==> src/rtl/cla_seq_pkg.sv <==
// Shared definitions for the nibble-serial carry-lookahead adder controller.
package cla_seq_pkg;

    typedef enum logic [1:0] {IDLE, RUN, DONE} cla_seq_state_t;

    localparam int unsigned NIBBLE_W = 4;

endpackage

==> src/rtl/cla_4bit.sv <==
// Combinational 4-bit carry-lookahead adder slice.
module cla_4bit (
    input  logic [3:0] A,
    input  logic [3:0] B,
    input  logic       c_in,
    output logic       c_out,
    output logic [3:0] Sum
);

    logic [3:0] w_g;
    logic [3:0] w_p;
    logic [4:0] w_c;

    assign w_g = A & B;
    assign w_p = A ^ B;

    // Every carry is a flat sum-of-products of generate/propagate terms.
    assign w_c[0] = c_in;
    assign w_c[1] = w_g[0] | (w_p[0] & c_in);
    assign w_c[2] = w_g[1] | (w_p[1] & w_g[0]) | (w_p[1] & w_p[0] & c_in);
    assign w_c[3] = w_g[2] | (w_p[2] & w_g[1]) | (w_p[2] & w_p[1] & w_g[0])
                  | (w_p[2] & w_p[1] & w_p[0] & c_in);
    assign w_c[4] = w_g[3] | (w_p[3] & w_g[2]) | (w_p[3] & w_p[2] & w_g[1])
                  | (w_p[3] & w_p[2] & w_p[1] & w_g[0])
                  | (w_p[3] & w_p[2] & w_p[1] & w_p[0] & c_in);

    assign Sum   = w_p ^ w_c[3:0];
    assign c_out = w_c[4];

endmodule

==> src/rtl/cla_serial_adder.sv <==
// Multi-cycle WIDTH-bit adder/subtractor: one nibble per clock through a single cla_4bit slice,
// operands and results exchanged over valid/ready handshakes.
module cla_serial_adder
    import cla_seq_pkg::*;
#(
    parameter int unsigned WIDTH = 32
) (
    input  logic             clk,
    input  logic             rst,
    input  logic             in_valid,
    output logic             in_ready,
    input  logic [WIDTH-1:0] a,
    input  logic [WIDTH-1:0] b,
    input  logic             c_in,
    input  logic             sub,
    output logic             out_valid,
    input  logic             out_ready,
    output logic [WIDTH-1:0] sum,
    output logic             c_out,
    output logic             overflow
);

    localparam int unsigned N     = WIDTH / NIBBLE_W;
    localparam int unsigned CNT_W = (N > 1) ? $clog2(N) : 1;

    cla_seq_state_t     r_state;
    logic [WIDTH-1:0]   r_a_sh;
    logic [WIDTH-1:0]   r_b_sh;
    logic [WIDTH-1:0]   r_sum_sh;
    logic               r_carry;
    logic               r_a_msb;
    logic               r_b_msb;
    logic [CNT_W-1:0]   r_cnt;
    logic [WIDTH-1:0]   r_sum;
    logic               r_c_out;
    logic               r_overflow;

    logic [WIDTH-1:0]    w_b_eff;
    logic [NIBBLE_W-1:0] w_slice_sum;
    logic                w_slice_cout;
    logic [WIDTH-1:0]    w_sum_next;

    assign w_b_eff = sub ? ~b : b;

    cla_4bit u_slice (
        .A     (r_a_sh[NIBBLE_W-1:0]),
        .B     (r_b_sh[NIBBLE_W-1:0]),
        .c_in  (r_carry),
        .c_out (w_slice_cout),
        .Sum   (w_slice_sum)
    );

    // Result nibbles enter at the top so the LSB nibble lands at the bottom after N steps.
    if (N > 1) begin : g_sum_shift
        assign w_sum_next = {w_slice_sum, r_sum_sh[WIDTH-1:NIBBLE_W]};
    end else begin : g_sum_single
        assign w_sum_next = w_slice_sum;
    end

    always_ff @(posedge clk) begin
        if (rst) begin
            r_state    <= IDLE;
            r_a_sh     <= '0;
            r_b_sh     <= '0;
            r_sum_sh   <= '0;
            r_carry    <= 1'b0;
            r_a_msb    <= 1'b0;
            r_b_msb    <= 1'b0;
            r_cnt      <= '0;
            r_sum      <= '0;
            r_c_out    <= 1'b0;
            r_overflow <= 1'b0;
        end else begin
            unique case (r_state)
                IDLE: begin
                    if (in_valid) begin
                        r_a_sh  <= a;
                        r_b_sh  <= w_b_eff;
                        r_carry <= sub ? 1'b1 : c_in;
                        r_a_msb <= a[WIDTH-1];
                        r_b_msb <= w_b_eff[WIDTH-1];
                        r_cnt   <= '0;
                        r_state <= RUN;
                    end
                end
                RUN: begin
                    r_a_sh   <= r_a_sh >> NIBBLE_W;
                    r_b_sh   <= r_b_sh >> NIBBLE_W;
                    r_sum_sh <= w_sum_next;
                    r_carry  <= w_slice_cout;
                    r_cnt    <= r_cnt + CNT_W'(1);
                    // Outputs are captured once so they stay frozen for the whole DONE period.
                    if (r_cnt == CNT_W'(N - 1)) begin
                        r_state    <= DONE;
                        r_sum      <= w_sum_next;
                        r_c_out    <= w_slice_cout;
                        r_overflow <= (r_a_msb == r_b_msb)
                                    && (w_slice_sum[NIBBLE_W-1] != r_a_msb);
                    end
                end
                DONE: begin
                    if (out_ready) begin
                        r_state <= IDLE;
                    end
                end
                default: r_state <= IDLE;
            endcase
        end
    end

    assign in_ready  = (r_state == IDLE);
    assign out_valid = (r_state == DONE);
    assign sum       = r_sum;
    assign c_out     = r_c_out;
    assign overflow  = r_overflow;

endmodule

==> config.mk <==
export PLATFORM = sky130hd
export DESIGN_NAME = cla_serial_adder
export DESIGN_NICKNAME = d
export VERILOG_FILES = /design/src/rtl/cla_seq_pkg.sv /design/src/rtl/cla_4bit.sv /design/src/rtl/cla_serial_adder.sv
export SDC_FILE = /design/constraint.sdc
export NUM_CORES = 1
export LEC_CHECK = 0
export ABC_AREA = 1
export CAP_MARGIN = 25
export CORE_ASPECT_RATIO = 0.9
export CORE_UTILIZATION = 45
export DETAILED_ROUTE_END_ITERATION = 8
export PLACE_DENSITY = 0.71
export SYNTH_ARGS = -nofsm -noshare
export SYNTH_HDL_FRONTEND = slang
export SYNTH_SLANG_ARGS = --single-unit
==> constraint.sdc <==
create_clock -name clk -period 1.5 [get_ports clk]
set_input_delay 0.15 -clock clk [delete_from_list [all_inputs] [get_ports clk]]
set_output_delay 0.15 -clock clk [all_outputs]
set_load 0.02 [all_outputs]
=== Yosys cells after proc, flatten, opt, wreduce, memory -nomap -nowiden ===
Cells that the tools add are included.

* Word-level logic and storage cells: 71
* Output and inout port bits: 36
* Flip-flop bits (word level): 138

* Reductions and logical operators: 7
* Eq/ne operators: 8
* Muxes and demuxes: 14
* Add/subtract/negate cells: 1
* Bitwise gates (word level): 30

{| class="wikitable"
|+ Operators with widths
! operator !! number
|-
| case mux 32 bit (2 select lines) || 2
|-
| 2-to-1 mux 32 bit || 3
|-
| NOT 32 bit || 1
|-
| bitwise AND 1 bit || 16
|-
| OR 1 bit || 10
|-
| bitwise XOR 4 bit || 2
|-
| 2-to-1 mux 2 bit || 3
|-
| case mux 2 bit (3 select lines) || 1
|-
| case mux 3 bit (2 select lines) || 1
|-
| AND reduction 2 bit || 3
|-
| bitwise AND 4 bit || 1
|-
| != test 2 bit (second input constant) || 2
|-
| adder 3 x 1 -> 3 bit (second input constant) || 1
|-
| equality test 3 bit (second input constant) || 1
|-
| 2-to-1 mux 3 bit || 1
|-
| AND reduction 3 bit || 1
|-
| equality test 2 x 1 -> 1 bit (second input constant) || 1
|-
| equality test 2 bit (second input constant) || 1
|-
| logical NOT 2 bit || 1
|-
| 2-to-1 mux 1 bit || 2
|-
| != test 2 x 1 -> 1 bit (second input constant) || 1
|-
| case mux 1 bit (2 select lines) || 1
|-
| nonzero test 2 bit || 1
|-
| equality test 1 bit || 1
|-
| other kinds (2) || 2
|}

=== Longest topological paths before layout ===
Gate-level depths: netlist of the first run.

* Word-level depth: 8
* Mapped depth: 10

=== Modules after synthesis ===
Synthesis of the first run repeated with hierarchy kept, for this count alone.

* Cells, all modules: 932
* Area, all modules: 6003.3 um^2

{| class="wikitable"
|+ Modules (own cells, without submodules)
! module !! times used !! area each (um^2) !! sequential area each (um^2) !! cells an instance
|-
| cla_serial_adder || 1 || 5816.8 || 2682.6 || 901
|-
| cla_4bit || 1 || 186.4 || 0.0 || 31
|}

=== Worst setup path before layout of the first run ===
OpenSTA, ideal clock, no wires.

* Kind: register -> register
* From: register r_cnt[0]
* To: register r_sum[10], in the netlist sum[10]
* Cell stages (with the launch flop): 9
* Library setup time: 0.116 ns
* Path buffers: 2
* Arrival: 1.235 ns
* Path slack: 0.149 ns
* Data required time: 1.384 ns
* Cell sequence: dfxtp_1 -> ha_1 -> ha_1 -> inv_1 -> nor2_1 -> buf_4 -> buf_2 -> o21ai_0 -> nor2_1

* Word-level cells in the longest chain between the ends: 2

{| class="wikitable"
|+ Ends and longest elaborated chain
! what !! line !! RTL
|-
| start, declared || cla_serial_adder.sv:33 || <nowiki>logic [CNT_W-1:0] r_cnt;</nowiki>
|-
| start signal, assigned || cla_serial_adder.sv:91 || <nowiki>r_cnt <= r_cnt + CNT_W'(1);</nowiki>
|-
| equality test 3 bit || cla_serial_adder.sv:93 || <nowiki>if (r_cnt == CNT_W'(N - 1)) begin</nowiki>
|-
| AND reduction 2 bit (no line) || n/a ||
|-
| end signal, assigned || cla_serial_adder.sv:95 || <nowiki>r_sum <= w_sum_next;</nowiki>
|-
| end, declared || cla_serial_adder.sv:34 || <nowiki>logic [WIDTH-1:0] r_sum;</nowiki>
|}

No other way between the ends.
A chain may end at the register's enable or synchronous reset.

=== Worst setup path after layout of the first run ===
* From: register r_cnt[1]
* To: register r_sum[28], in the netlist sum[28]

Same word-level chain as after synthesis.

==> results of run 1 <==
==> per-stage QoR <==
stage	setup TNS, ns	util (%)	hold slack [ns]	instance area [sq um]	setup slack [ns]
3_3_place_gp	-0.0578	56.8	0.451	6910	-0.0578
4_1_cts	0	62.7	0.268	7630	0.000883
5_1_grt	0	64.0	0.311	7790	0.00887
3_5_place_dp	-2.90	56.8	0.455	6910	-0.131
6_report	0	64.0	0.269	7790	0.0454
2_1_floorplan	0	-	0.299	5660	0.149
==> routing by layer <==
metal,vias up,GRT usage [%],share of wire (%)
li1,2606,-,-
met1,2446,26.9,46
met2,132,34.7,48
met3,19,5.06,4.5
met4,0,8.11,1.7
met5,-,0,0
==> final timing paths <==
kind,cells past startpoint,endpoint,startpoint
setup reg to reg,8,sum[28],r_cnt[1]
setup / recovery,8,sum[28],r_cnt[1]
hold / removal,5,r_b_sh[14],sub
hold reg to reg,2,r_a_sh[31],r_a_sh[31]
==> placed cells by master, fill, tap and decap left out, types with 3 or more instances in the layout <==
master,Yosys,final
a21oi_1,19,19
buf_4,10,15
dlymetal6s2s_1,0,10
dlygate4sd2_1,0,25
a31oi_1,29,29
nor2_2,0,4
o211ai_1,29,29
dfxtp_2,0,6
o21ai_0,85,74
xnor2_1,29,29
clkinv_4,0,3
nor2_1,113,108
nand3_1,4,4
o21ai_1,6,17
dfxtp_1,134,127
inv_1,40,39
inv_2,4,4
clkdlybuf4s50_1,0,68
ha_4,0,3
nand2_1,176,174
buf_12,0,10
xor2_1,5,5
bufinv_16,0,8
nand2_2,2,4
clkbuf_16,0,19
==> where the power goes <==
group          leakage (nW)  total, mW  internal (mW)  switching [mW]
Clock                 0.354       5.08           3.55            1.53
Combinational          2.15       1.17          0.555           0.616
Sequential             1.10       3.96           3.80           0.153
Total                  3.60       10.2           7.91            2.30
==> kinds of logic (layout without fill, tap and decap cells) <==
group | Yosys count | in the layout
simple gates | 300 | 300
compound gates | 171 | 171
flops | 134 | 134
buf+inv | 99 | 210
xor+xnor | 34 | 34
fa+ha+maj | 7 | 7
==> state kept, by name, summed over array words and instances, names as in the netlist <==
register  cells
c_out         1
overflow      1
r_a_msb       1
r_a_sh       32
r_b_msb       1
r_b_sh       32
r_carry       1
r_cnt         3
r_state       2
r_sum_sh     28
sum          32
==> what timing repair did <==
action,4_1_cts,5_1_grt
gates resized for setup,32,38
endpoints found under the hold margin,0,0
gates cloned,0,2
pin swaps,1,3
endpoints found under the setup margin,60,50
setup buffers,0,3
==> worst max-delay path, delay by kind of cell (launching register included) <==
family          cells  cell delay [ns]
flops               1             0.33
simple gates        1             0.13
fa+ha+maj           2             0.32
compound gates      2             0.22
buf+inv             3             0.37
==> area by class of cell <==
type	count	area, sq um	share of cell area (%)
clock buffers	20	457	5.86
repair buffers	132	1400	18.0
multi-input cells	512	2580	33.2
clock inverters	12	272	3.49
flip-flops and latches	134	2690	34.6
inverters	46	178	2.28
well taps	160	200	2.57
==> impl_summary.log, run 1 <==
[metrics] Final Setup Violations: 0
[metrics] achievable clock frequency: 687 MHz
[metrics] synthesized-area fraction occupied by xor and xnor cells: 5.26%
[metrics] row cnt: 38
[metrics] routability cong.: 0.788
[metrics] setup slack of the most critical reg-to-reg path: 0.05 ns
[metrics] count of placed standard cells including taps: 979
[metrics] flop and latch count out of synthesis: 134
[metrics] number of buffers inserted during clock tree synthesis: 17
[metrics] source-to-sink clock delay at the later pin of the worst-skew pair: 0.42 ns
[metrics] detailed-route via count: 5203
[metrics] most instantiated cells after synthesis: nand2_1 (176), dfxtp_1 (134), nor2_1 (113), o21ai_0 (85), inv_1 (40)
[metrics] count of endpoints failing hold in the final timing report: 0
[metrics] unrepaired setup endpoints after global routing: false
[metrics] Reg clk slew, reported paths: 0.06 ns
[metrics] y dimension of the die: 108 um
[metrics] synthesized-area fraction occupied by ao, oa, aoi and oai cells: 17.2%
[metrics] longest individual stage delay on the worst path: 0.33 ns
[metrics] slew at the pin closest to its max-slew limit: 0.292 ns
[metrics] outcome: completed
[metrics] horizontal die dimension: 120 um
[metrics] deepest level of the CTS H-tree: 4
[metrics] endpoint required time on the critical path: 1.84 ns
[metrics] Routed Antenna Nets: 0
[metrics] number of nets in the final layout: 920
[metrics] post-DR wirelength/cell: 13.5 um
[metrics] sum of internal, switching and leakage power: 10.2 mW
[metrics] number of optimization iterations in the first detailed-route pass: 5
[metrics] global-route usage over all layers: 21.1%
[metrics] TritonCTS clock tree: built
[metrics] simple-gate portion of the synthesized area: 20.4%
[metrics] DRC viols: 0
[metrics] Worst Setup Start Kind: register
[metrics] Post-Synthesis Cells: 745
[metrics] power per cell area: 1310 nW/um^2
[metrics] count of max-cap constraint violations: 0
[metrics] Post-Route Skew: 0.00848 ns
[metrics] Initial DRC Count: 332
[metrics] Avg Cell Area, Syn: 7.60 sq um
[metrics] area fraction of the dominant cell type after synthesis: 47.4%
[metrics] starting density of the core: 46.5%
[metrics] number of hold buffers added after cts: 0
[metrics] Post-DP HPWL: 8.51 mm
[metrics] CTS Root Buffer Type: clkbuf_16
[metrics] static leakage: 3.60 nW
[metrics] Clock Sink Count: 134
[metrics] shortest period the worst path allows: 1.45 ns
[metrics] Via-to-Cell Ratio: 5.12
[metrics] pin count of the biggest net entering global routing: 59
[metrics] Yosys top cell by area: dfxtp_1
[metrics] Mapped Nets: 822
[metrics] count of yosys warnings during synthesis: 0
[metrics] worst-case clock buffer depth: 2
[metrics] crit path kind: register to register
[metrics] library cells used by synthesis: 30
[metrics] sort of element at the end of the critical path: register
[metrics] share of synthesized cell area in full adder, half adder and majority cells: 1.68%
[metrics] cell types with the largest area share after synthesis: dfxtp_1 (47%), nand2_1 (12%), o21ai_0 (7.5%)
[metrics] crit-path max FO: 16
[metrics] share of the cycle needed by the critical path after routing: 97.0%
[metrics] share of synthesized area spent on multiplexers: 0%
[metrics] Syn Std Cell Area: 5660 sq um
[metrics] Final Instance Count excl. Fillers: 1016
[metrics] Ports: 106
[metrics] number of global-route vias before repair: 4660
[metrics] maximum vdd ir drop: 0.815 mV
[metrics] antenna cell count: 0
[metrics] count of fill cells added during filler insertion: 1038
[metrics] wire length of the first global-routing pass: 21.9 mm
[metrics] Max stage delay cell, worst path: dfxtp_2
[metrics] layout cells sized above 1: 10.2%
[metrics] largest family of logic cells by synthesized area: simple AND/OR/NAND/NOR gates
[metrics] Hold/Removal Path Class: input pin to register
[metrics] worst rel slew slack: 80.6%
[metrics] register area share after synthesis: 47.4%
[metrics] synthesis-to-layout area growth: 37.6%
[metrics] CP arrival: 1.80 ns
[metrics] Core Box Area: 12200 sq um
[metrics] IO Port Bufs: 105
[metrics] remaining global-route overflow: 0
[metrics] most used flip-flop cell after synthesis: dfxtp_1
[metrics] Total Die Area: 13000 sq um
[metrics] number of antenna violations at the first check in global routing: 0
[metrics] number of max-slew violations in the final report: 0
[metrics] number of flops mapped to enable cells by yosys: 0
[metrics] total wirelength of the detailed-routed design: 13.7 mm
[metrics] cell-by-cell listing of the critical path: ha_2, ha_4, inv_2, nor2_4, buf_4, buf_12, o21ai_0, a21oi_1
[metrics] most frequently used cell type in the post-synthesis netlist: nand2_1
[metrics] asr flop ratio synth: 0%
Power figures use the tool's default switching activity.
==> run 2, diff against run 1 <==
--- a/config.mk
+++ b/config.mk
@@ -6,11 +6,11 @@
 export NUM_CORES = 1
 export LEC_CHECK = 0
 export ABC_AREA = 1
-export CAP_MARGIN = 25
 export CORE_ASPECT_RATIO = 0.9
 export CORE_UTILIZATION = 45
 export DETAILED_ROUTE_END_ITERATION = 8
 export PLACE_DENSITY = 0.71
+export SLEW_MARGIN = 15
 export SYNTH_ARGS = -nofsm -noshare
 export SYNTH_HDL_FRONTEND = slang
 export SYNTH_SLANG_ARGS = --single-unit
==> results of run 2 <==
No change in the layout: final DEF, timing and power equal those of run 1.
==> run 3, diff against run 2 <==
--- a/config.mk
+++ b/config.mk
@@ -7,9 +7,9 @@
 export LEC_CHECK = 0
 export ABC_AREA = 1
 export CORE_ASPECT_RATIO = 0.9
-export CORE_UTILIZATION = 45
+export CORE_UTILIZATION = 35
 export DETAILED_ROUTE_END_ITERATION = 8
-export PLACE_DENSITY = 0.71
+export PLACE_DENSITY = 0.58
 export SLEW_MARGIN = 15
 export SYNTH_ARGS = -nofsm -noshare
 export SYNTH_HDL_FRONTEND = slang
==> impl_summary.log, run 3 (synthesis gave the netlist of run 1 again) <==
[metrics] Max stage delay cell, worst path: dfxtp_2 (unchanged)
[metrics] layer with the highest usage after global routing: met2 (unchanged)
[metrics] remaining global-route overflow: 0 (unchanged)
[metrics] Post-Route Skew: 0.00949 ns (was 0.00848 ns)
[metrics] CP arrival: 1.28 ns (was 1.80 ns)
[metrics] share of the cycle needed by the critical path after routing: 95.2% (was 97.0%)
[metrics] count of max-cap constraint violations: 0 (unchanged)
[metrics] GRT met1 Usage: 21.9% (was 26.9%)
[metrics] number of global-route vias before repair: 4750 (was 4660)
[metrics] post-DR wirelength/cell: 13.0 um (was 13.5 um)
[metrics] area of combinational cells with multiple inputs: 2570 sq um (was 2580 sq um)
[metrics] longest individual stage delay on the worst path: 0.36 ns (was 0.33 ns)
[metrics] routability cong.: 0.834 (was 0.788)
[metrics] slew at the pin closest to its max-slew limit: 0.301 ns (was 0.292 ns)
[metrics] achievable clock frequency: 701 MHz (was 687 MHz)
[metrics] most frequent standard cell in the layout excluding fill and tap cells: nand2_1 (unchanged)
[metrics] antenna cell count: 0 (unchanged)
[metrics] source-to-sink clock delay at the later pin of the worst-skew pair: 0.42 ns (about the same)
[metrics] register area: 2690 sq um (about the same)
[metrics] Initial DRC Count: 294 (was 332)
[metrics] endpoint required time on the critical path: 1.35 ns (was 1.84 ns)
[metrics] count of endpoints failing hold in the final timing report: 0 (unchanged)
[metrics] Hold/Removal Path Class: input pin to register (unchanged)
[metrics] number of antenna violations at the first check in global routing: 0 (unchanged)
[metrics] Post-DP HPWL: 9.12 mm (was 8.51 mm)
[metrics] deepest level of the CTS H-tree: 4 (unchanged)
[metrics] GR Util met3: 3.92% (was 5.06%)
[metrics] setup TNS: 0 ns (unchanged)
[metrics] detailed-route via count: 5060 (was 5203)
[metrics] Min Hold Slack: 0.297 ns (was 0.269 ns)
[metrics] layout cells sized above 1: 8.48% (was 10.2%)
[metrics] global-route usage over all layers: 17.2% (was 21.1%)
[metrics] total wirelength of the detailed-routed design: 13.7 mm (about the same)
[metrics] sort of element at the end of the critical path: primary output (was register)
[metrics] Clock Sink Count: 134 (unchanged)
[metrics] count of fill cells added during filler insertion: 1548 (was 1038)
[metrics] static leakage: 3.36 nW (was 3.60 nW)
[metrics] Ports: 106 (unchanged)
[metrics] number of buffers inserted during clock tree synthesis: 17 (unchanged)
[metrics] number of nets in the final layout: 916 (was 920)
[metrics] Reg clk slew, reported paths: 0.05 ns (was 0.06 ns)
[metrics] wire length of the first global-routing pass: 22.3 mm (was 21.9 mm)
[metrics] horizontal die dimension: 136 um (was 120 um)
[metrics] number of max-slew violations in the final report: 0 (unchanged)
[metrics] power per cell area: 1160 nW/um^2 (was 1310 nW/um^2)
[metrics] worst rel slew slack: 79.9% (was 80.6%)
[metrics] Total Die Area: 16700 sq um (was 13000 sq um)
[metrics] maximum vdd ir drop: 0.777 mV (was 0.815 mV)
[metrics] most frequent cells in the layout: nand2_1 (174), dfxtp_1 (130), nor2_1 (110) (was nand2_1 (174), dfxtp_1 (127), nor2_1 (108))
[metrics] synthesis-to-layout area growth: 33.5% (was 37.6%)
[metrics] pin count of the biggest net entering global routing: 66 (was 59)
[metrics] DRC viols: 0 (unchanged)
[metrics] TritonCTS clock tree: built (unchanged)
[metrics] shortest period the worst path allows: 1.43 ns (was 1.45 ns)
[metrics] cell-by-cell listing of the critical path: inv_2, nor2_2, clkdlybuf4s15_2 (was ha_2, ha_4, inv_2, nor2_4, buf_4, buf_12, o21ai_0, a21oi_1)
[metrics] Worst Setup Start Kind: register (unchanged)
[metrics] CTS Root Buffer Type: clkbuf_16 (unchanged)
[metrics] outcome: completed (unchanged)
[metrics] crit-path max FO: 2 (was 16)
[metrics] y dimension of the die: 123 um (was 108 um)
[metrics] worst-case clock buffer depth: 2 (unchanged)
[metrics] row cnt: 43 (was 38)
[metrics] Routed Antenna Nets: 0 (unchanged)
[metrics] setup repair bufs after CTS: 0 (unchanged)
[metrics] GRT met2 Usage: 27.3% (was 34.7%)
[metrics] number of optimization iterations in the first detailed-route pass: 4 (was 5)
[metrics] Core Box Area: 15600 sq um (was 12200 sq um)
[metrics] number of hold buffers added after cts: 0 (unchanged)
[metrics] unrepaired setup endpoints after global routing: true (was false)
[metrics] Via-to-Cell Ratio: 4.81 (was 5.12)
[metrics] crit path kind: register to primary output (was register to register)
[metrics] IO Port Bufs: 105 (unchanged)
[metrics] Final Setup Violations: 0 (unchanged)
[metrics] starting density of the core: 36.3% (was 46.5%)
run 3: what timing repair did:
item	in CTS	in global routing
endpoints found under the hold margin	0	0
gates resized for setup	40	16
gates cloned	0	2
pin swaps	0	1
setup endpoints to repair	66	106
run 3: cell type report:
type,count,area share (%)
clock inverters,5,0.331
flip-flops and latches,134,35.6
repair buffers,128,17.7
clock buffers,24,6.51
multi-input cells,512,34.1
inverters,46,2.43
well taps,202,3.34
run 3: final timing paths:
check,start,to,slack (ns),cells past startpoint
worst max-delay path,r_state[1],out_valid,0.07,3
worst min register to register,r_b_sh[30],r_b_sh[30],0.46,2
worst min-delay path,a[30],r_a_sh[30],0.30,3
worst max register to register,r_state[0],r_b_sh[5],0.08,7
run 3: per-stage QoR:
step                      area [sq um]  power (mW)  instances  utilization [%]  setup WS, ns
after CTS                         7450        8.83       1049             47.7       0.00578
final                             7560        8.79       1051             48.4        0.0726
after detailed placement          6970        5.18       1020             44.7        -0.149
after global placement            6970        5.14       1020             44.7       -0.0580
after floorplan                   5660        4.74        745                -         0.149
after global routing              7560        9.22       1051             48.4       -0.0284
run 3: critical path, delay by kind of cell (launching register included):
kind          cells  cell delay, ns
buf+inv           2            0.35
flops             1            0.36
simple gates      1            0.15
run 3: routing by layer:
metal  vias up  share of wire, %  wire length (um)
li1       2602                 -                 -
met1      2318                47              6390
met2       118                46              6280
met3        22               4.6               623
met4         0               2.6               351
met5         -                 0                 0
run 3: power by group:
part,internal [mW],switching (mW)
Combinational,0.578,0.634
Sequential,3.81,0.148
Clock,2.24,1.39
